### src/rtl/mem_arbiter.sv
// Single-port memory arbiter: data port priority, starvation-bounded fetch.
// Fixed IDLE -> ACCESS -> RESP cadence, one access per three cycles.
module mem_arbiter #(
  parameter int WORD_W     = 16,
  parameter int ADDR_W     = 16,
  parameter int MEM_DEPTH  = 16,
  parameter int STARVE_MAX = 4
) (
  input  logic              CLK,
  input  logic              RST,
  input  logic              IF_REQ,
  input  logic [ADDR_W-1:0] IF_ADDR,
  output logic              IF_DONE,
  output logic [WORD_W-1:0] IF_RDATA,
  output logic              IF_ERR,
  input  logic              D_REQ,
  input  logic              D_WE,
  input  logic [ADDR_W-1:0] D_ADDR,
  input  logic [WORD_W-1:0] D_WDATA,
  output logic              D_DONE,
  output logic [WORD_W-1:0] D_RDATA,
  output logic              D_ERR,
  output logic              MEM_ON,
  output logic              MEM_W,
  output logic [ADDR_W-1:0] MEM_ADDR,
  output logic [WORD_W-1:0] MEM_DIN,
  input  logic [WORD_W-1:0] MEM_DOUT,
  output logic              BUSY
);

  localparam int CNT_W = $clog2(STARVE_MAX + 1);
  localparam logic [CNT_W-1:0] CNT_MAX =
    CNT_W'(STARVE_MAX);
  localparam logic [ADDR_W:0] DEPTH =
    (ADDR_W+1)'(MEM_DEPTH);

  typedef enum logic [1:0] {
    IDLE   = 2'd0,
    ACCESS = 2'd1,
    RESP   = 2'd2
  } state_t;

  state_t            state;
  logic              win_d;
  logic              err;
  logic              is_wr;
  logic [CNT_W-1:0]  cnt;
  logic              pick_d;
  logic              sel_oor;
  logic [ADDR_W-1:0] sel_addr;

  always_comb begin
    pick_d   = D_REQ && !(IF_REQ && cnt == CNT_MAX);
    sel_addr = pick_d ? D_ADDR : IF_ADDR;
    sel_oor  = {1'b0, sel_addr} >= DEPTH;
  end

  always_ff @(posedge CLK) begin
    if (RST) begin
      state    <= IDLE;
      win_d    <= 1'b0;
      err      <= 1'b0;
      is_wr    <= 1'b0;
      cnt      <= '0;
      MEM_ON   <= 1'b0;
      MEM_W    <= 1'b0;
      MEM_ADDR <= '0;
      MEM_DIN  <= '0;
      BUSY     <= 1'b0;
      IF_DONE  <= 1'b0;
      IF_ERR   <= 1'b0;
      IF_RDATA <= '0;
      D_DONE   <= 1'b0;
      D_ERR    <= 1'b0;
      D_RDATA  <= '0;
    end else begin
      IF_DONE <= 1'b0;
      IF_ERR  <= 1'b0;
      D_DONE  <= 1'b0;
      D_ERR   <= 1'b0;
      unique case (state)
        IDLE: begin
          if (IF_REQ || D_REQ) begin
            state    <= ACCESS;
            BUSY     <= 1'b1;
            win_d    <= pick_d;
            err      <= sel_oor;
            is_wr    <= pick_d && D_WE;
            MEM_ON   <= !sel_oor;
            MEM_W    <= !sel_oor && pick_d && D_WE;
            MEM_ADDR <= sel_addr;
            MEM_DIN  <= pick_d ? D_WDATA : '0;
            // only D grants that bypass a waiting fetch count
            cnt <= (pick_d && IF_REQ) ? cnt + 1'b1 : '0;
          end
        end
        ACCESS: begin
          state  <= RESP;
          MEM_ON <= 1'b0;
          MEM_W  <= 1'b0;
          if (win_d) begin
            D_DONE  <= 1'b1;
            D_ERR   <= err;
            D_RDATA <= (err || is_wr) ? '0 : MEM_DOUT;
          end else begin
            IF_DONE  <= 1'b1;
            IF_ERR   <= err;
            IF_RDATA <= err ? '0 : MEM_DOUT;
          end
        end
        RESP: begin
          state <= IDLE;
          BUSY  <= 1'b0;
        end
        default: state <= IDLE;
      endcase
    end
  end

endmodule

### config.mk
export PLATFORM = sky130hd
export DESIGN_NAME = mem_arbiter
export DESIGN_NICKNAME = d
export VERILOG_FILES = /design/src/rtl/mem_arbiter.sv
export SDC_FILE = /design/constraint.sdc
export NUM_CORES = 1
export LEC_CHECK = 0
export CAP_MARGIN = 5
export CORE_AREA = 2 2 145 76
export CTS_CLUSTER_SIZE = 28
export DETAILED_ROUTE_END_ITERATION = 8
export DIE_AREA = 0 0 147 78
export DONT_BUFFER_PORTS = 1
export HOLD_SLACK_MARGIN = 0.08
export PLACE_DENSITY = 0.47
export SYNTH_ARGS = -nofsm -noshare
export SYNTH_HDL_FRONTEND = slang
export SYNTH_SLANG_ARGS = --single-unit
### constraint.sdc
create_clock -name CLK -period 2.1 [get_ports CLK]
set_input_delay 0.21 -clock CLK [delete_from_list [all_inputs] [get_ports CLK]]
set_output_delay 0.21 -clock CLK [all_outputs]
set_load 0.03 [all_outputs]
==> impl_metrics.yaml, run 1 <==
sta:
  finalSetupViolCount: 0
  period_needed_ns: 2.02
  worst_pin_slew_ns: 1.01
  worst_slack_ns: 0.0823
  slew_violations: 0
  skew_ns: 0.00765
  finalHoldViolations: 0
  slew_headroom: 0.321
  max_freq_ghz: 0.496
  post-route-period-util: 0.961
drt:
  vias: 2806
  drt_iter0_drc: 110
  via_per_inst: 5.06
  totalWireLength_um: 8900
  post_drt_wl_per_cell_um: 16.0
  drc: 0
  ant_nets: 0
  drt-pass1-iter-count: 4
placed_design:
  pre_cts_ws_ns: 0.344
  place_inst: 472
  place.gp.congestion: 0.703
  hpwl_um: 5700
  io_buffers: 0
yosys:
  synth_warnings: 0
  avgSynthCellArea_sq_um: 8.49
  ys_ff_latch: 79
  synth_area_sq_um: 2990
  synth_nets: 423
  ys_seq_area_frac: 0.529
  ys_types: 32
  syn_inst: 352
min_path:
  hold_class: "primary input to flip-flop"
power_and_ir_drop:
  p_sw_frac: 0.271
  power_leakage_uw: 0.00154
  internal_power_uw: 2810
  pwr-share-seq: 0.469
  power_density_nw_per_um2: 930
  peakVddDrop_uv: 314
  switching_power_uw: 1050
  power_uw: 3860
  p_comb_frac: 0.117
  clockPowerShare: 0.414
global_route:
  overflow: 0
  grt_pass1_wl_um: 13700
  grt_antenna_before_repair: 0
  first_global_vias: 2759
  grt_max_degree: 66
  grt_usage: 0.150
floorplanning:
  die_area_sq_um: 11500
  std_cell_rows: 26
  io-pin-count: 140
  die_y_um: 78
  start_util: 0.296
  core_sq_um: 10100
  die_w_um: 147
setup_path:
  rrSetupSlack_ns: 0.08
  critPathLaunchType: "flip-flop"
  path_class: "flip-flop to flip-flop"
  endpoint_kind: "flip-flop"
  crit_required_ns: 2.37
  critPathMaxFanout: 9
  worst-endpoint-arrival_ns: 2.29
final_layout:
  final_common_cell: "dfxtp_1"
  n_antenna_cell: 0
  layout-drive-gt1-share: 0.0916
  finalNonFillerCells: 555
  final_cell_mix: "dfxtp_1, nand2_1, dlygate4sd3_1"
  fin_nets: 481
  n_fill_cell: 1040
  area_growth_pct: 38.9
clock_tree:
  cts_buffers: 9
  cts_tree: "done"
  cts.sinks: 79
  worst_skew_pair.late_latency_ns: 0.33
  clk_pin_slew_ns: 0.06
  clk_path_buf_depth: 2
  h-tree-depth: 3
  cts-root-buf: "clkbuf_16"
status:
  status: "complete, no violations"
flow_run:
  cap_violations: 0
## worst max-delay path: stages, from the launching register on
cell and delay, ns:
dfxtp_2 0.34, inv_1 0.06, ha_1 0.18, nand3_1 0.11, and2_4 0.19, buf_6 0.15, nand2_1 0.07, a311oi_1 0.26
dlygate4sd3_1 0.59
## power groups by stage
| stage | logic (uW) | registers (uW) | clock network (uW) |
|---|---|---|---|
| 3_3_place_gp | 272 | 1840 | 0 |
| 4_1_cts | 435 | 1810 | 1650 |
| 6_report | 451 | 1810 | 1600 |
| 3_5_place_dp | 285 | 1850 | 0 |
| 5_1_grt | 497 | 1820 | 1710 |
| 2_1_floorplan | 243 | 1820 | 0 |
## layer usage
| metal | routed length [um] | vias to the layer above | share of wire | GRT usage |
|---|---|---|---|---|
| met5 | 0 | - | 0 | 0 |
| met1 | 3690 | 1350 | 0.41 | 0.166 |
| met2 | 4460 | 88 | 0.50 | 0.264 |
| met4 | 117 | 0 | 0.013 | 0.0567 |
| li1 | - | 1357 | - | - |
| met3 | 628 | 11 | 0.071 | 0.0565 |
## sequential cells by signal, indices dropped and copies added, names as in the netlist, 2 cells and up
signal and cells:
D_RDATA 16, IF_RDATA 16, MEM_ADDR 16, MEM_DIN 16
cnt 3, state 2
## through the flow
step	setup TNS, ns	hold slack (ns)	area, sq um	util
final	0	0.0759	4150	0.412
after global placement	0	0.284	3120	0.309
after CTS	0	0.0903	4130	0.409
after floorplan	0	0.336	2990	-
after detailed placement	0	0.287	3120	0.309
after global routing	-0.0193	0.0975	4150	0.412
## final timing paths
path	start	to	cells past startpoint
max	cnt[0]	MEM_ADDR[7]	8
min	D_ADDR[13]	MEM_ADDR[13]	2
max reg2reg	cnt[0]	MEM_ADDR[7]	8
min reg2reg	is_wr	is_wr	2
## what timing repair did
item | 4_1_cts | 5_1_grt
gates resized for setup | 0 | 12
endpoints found under the hold margin | 79 | 0
hold buffers | 68 | 0
endpoints found under the setup margin | 0 | 15
buffers inserted | 0 | 0
## cell usage after synthesis, drive strengths merged
cell type / instances / area share
a2111oi: 1 / 0.0029
a21oi: 41 / 0.069
a221oi: 1 / 0.0029
a22o: 14 / 0.041
a311oi: 16 / 0.047
and2: 1 / 0.0021
and3: 1 / 0.0021
and4b: 1 / 0.0033
buf: 15 / 0.024
clkbuf: 15 / 0.019
dfxtp: 79 / 0.53
ha: 2 / 0.0084
inv: 6 / 0.0075
nand2: 70 / 0.088
nand2b: 1 / 0.0021
nand3: 38 / 0.064
nand4: 4 / 0.0084
nand4b: 1 / 0.0029
nor2: 25 / 0.032
nor2b: 1 / 0.0021
nor3: 3 / 0.0050
nor4: 8 / 0.019
o21ai: 3 / 0.0050
o21bai: 1 / 0.0038
o311ai: 1 / 0.0029
or2: 2 / 0.0042
or4: 1 / 0.0025
## area by class of cell
cell class                      instances  area, sq um  share of cell area
Sequential cell                        79         1580               0.381
Tap cell                              140          175              0.0422
Clock inverter                          3         40.0             0.00964
Inverter                                6         22.5             0.00542
Clock buffer                           13          270              0.0651
Timing Repair Buffer                   77          772               0.186
Multi-Input combinational cell        237         1290               0.311
## cell families after synthesis
family,Yosys count,share of synthesized area
DFF,79,0.529
AOI/OAI and AO/OA,78,0.174
adders and majority gates,2,0.00837
and+or+nand+nor,157,0.237
buffers and inverters,36,0.0511
No activity file was read; power rests on OpenSTA's default activity.
==> run 2, diff against run 1 <==
- GPL_ROUTABILITY_DRIVEN: unset -> 0
==> results of run 2 <==
The final DEF is identical to that of run 1; final timing and power are the same.
==> run 3, diff against run 2 <==
- CORE_AREA: 2 2 145 76 -> 2 2 112 60
- DIE_AREA: 0 0 147 78 -> 0 0 114 62
- PLACE_DENSITY: 0.47 -> 0.68
- SLEW_MARGIN: unset -> 10
==> impl_metrics.yaml, run 3 (same netlist as run 1, synthesis figures left out) <==
status:
  status: "complete, no violations"
power_and_ir_drop:
  peakVddDrop_uv: 544
  internal_power_uw: 2750
  power_leakage_uw: 0.00151
  switching_power_uw: 1030
  power_uw: 3790
  p_sw_frac: 0.273
  pwr-share-seq: 0.478
  p_comb_frac: 0.113
  power_density_nw_per_um2: 938
  clockPowerShare: 0.409
sta:
  slew_headroom: 0.285
  finalSetupViolCount: 0
  period_needed_ns: 1.99
  rsz0062_at_grt: "no"
  worst_pin_slew_ns: 1.07
  max_freq_ghz: 0.503
  post-route-period-util: 0.947
  slew_violations: 0
  skew_ns: 0.00763
  tns_ns: 0
  finalHoldViolations: 0
setup_path:
  path_class: "flip-flop to flip-flop"
  path_cells: "nand2b_1 -> buf_4 -> or2_2 -> nand2_1 -> a21oi_1 -> dlygate4sd3_1"
  slowest_delay_ns: 0.56
  crit_required_ns: 2.31
  critPathBufInv: 2
  critPathLaunchType: "flip-flop"
  r2r_cells: 6
  worst-endpoint-arrival_ns: 2.20
  critPathSlowestCell: "dlygate4sd3_1"
  r2r_end: "D_RDATA[2]"
  rr_startpoint: "state[1]"
  critPathMaxFanout: 18
  critPathTopFamily: "simple AND/OR/NAND/NOR gates"
  endpoint_kind: "flip-flop"
  rrSetupSlack_ns: 0.11
min_path:
  hold_class: "primary input to flip-flop"
  hold_depth: 2
  hp-start: "IF_ADDR[0]"
  holdPathEnd: "MEM_ADDR[0]"
drt:
  totalWireLength_um: 8660
  vias: 2825
  drt_iter0_drc: 219
  post_drt_wl_per_cell_um: 17.5
  drc: 0
  ant_nets: 0
  drt-pass1-iter-count: 4
  via_per_inst: 5.71
floorplanning:
  io-pin-count: 140
  std_cell_rows: 21
  core_sq_um: 6250
  start_util: 0.478
  die_area_sq_um: 7070
  die_y_um: 62
  die_w_um: 114
global_route:
  grt_usage: 0.251
  grt_pass1_wl_um: 13700
  grt_antenna_before_repair: 0
  first_global_vias: 2825
  overflow: 0
  grt_max_degree: 66
clock_tree:
  clk_path_buf_depth: 2
  cts_setup_buffers: 0
  hold_buffers: 67
  h-tree-depth: 3
  worst_skew_pair.late_latency_ns: 0.33
  cts_resized: 0
  cts-root-buf: "clkbuf_16"
  clk_pin_slew_ns: 0.06
  cts_buffers: 9
  cts_tree: "done"
  cts.sinks: 79
final_layout:
  layout-drive-gt1-share: 0.0771
  final_common_cell: "dfxtp_1"
  finalNonFillerCells: 495
  final_cell_mix: "dfxtp_1, nand2_1, dlygate4sd3_1"
  fin_nets: 482
  n_antenna_cell: 0
  n_fill_cell: 521
  area_growth_pct: 35.0
  final_area_sq_um: 4040
flow_run:
  cap_violations: 0
placed_design:
  hpwl_um: 5140
  place_area_sq_um: 3050
  io_buffers: 0
  place_inst: 413
run 3: changes by cell type in the layout (fill, tap and decap cells not counted), sizes merged:
cell         previous run  this run
clkbuf                 13        11
clkinv                  2         3
dlygate4sd3            65        66
run 3: area by class of cell:
cell class	instances	area, sq um	area share
well taps	80	100	0.0248
repair buffers	78	771	0.191
flip-flops and latches	79	1580	0.392
inverters	6	22.5	0.00558
multi-input cells	237	1260	0.313
clock buffers	11	253	0.0626
clock inverters	4	45.0	0.0112
run 3: layer usage:
metal | global-route usage | routed length, um | vias up
met1 | 0.318 | 3960 | 1356
li1 | - | - | 1355
met3 | 0.0980 | 675 | 11
met4 | 0.0854 | 87 | 0
met2 | 0.403 | 3940 | 103
met5 | 0 | 0 | -
run 3: power groups by stage:
stage	Combinational, uW	Clock, uW	Sequential, uW
floorplan	243	0	1820
global placement	277	0	1840
detailed placement	289	0	1840
CTS	417	1570	1810
global route	475	1640	1820
finish	427	1550	1810
run 3: worst reg2reg max path, delay by kind of cell, from the launching register on:
family / cells / cell delay (ns)
AOI/OAI and AO/OA: 1 / 0.06
buffers and inverters: 2 / 0.74
DFF: 1 / 0.34
and+or+nand+nor: 3 / 0.74
run 3: worst max path at each step:
stage / startpoint / endpoint / slack (ns) / cells after the start
floorplan: cnt[0] / MEM_W / 0.63 / 8
global placement: state[1] / IF_RDATA[2] / 0.47 / 4
detailed placement: state[1] / IF_RDATA[7] / 0.35 / 4
CTS: state[1] / D_RDATA[2] / 0.12 / 6
global route: state[1] / D_RDATA[2] / 0.02 / 6
finish: state[1] / D_RDATA[2] / 0.11 / 6
run 3: metrics by stage:
step / utilization / worst slack [ns] / hold WS [ns]
floorplan: - / 0.628 / 0.336
global placement: 0.488 / 0.472 / 0.289
detailed placement: 0.488 / 0.348 / 0.289
CTS: 0.645 / 0.117 / 0.0862
global route: 0.645 / 0.0224 / 0.0816
finish: 0.645 / 0.111 / 0.0909
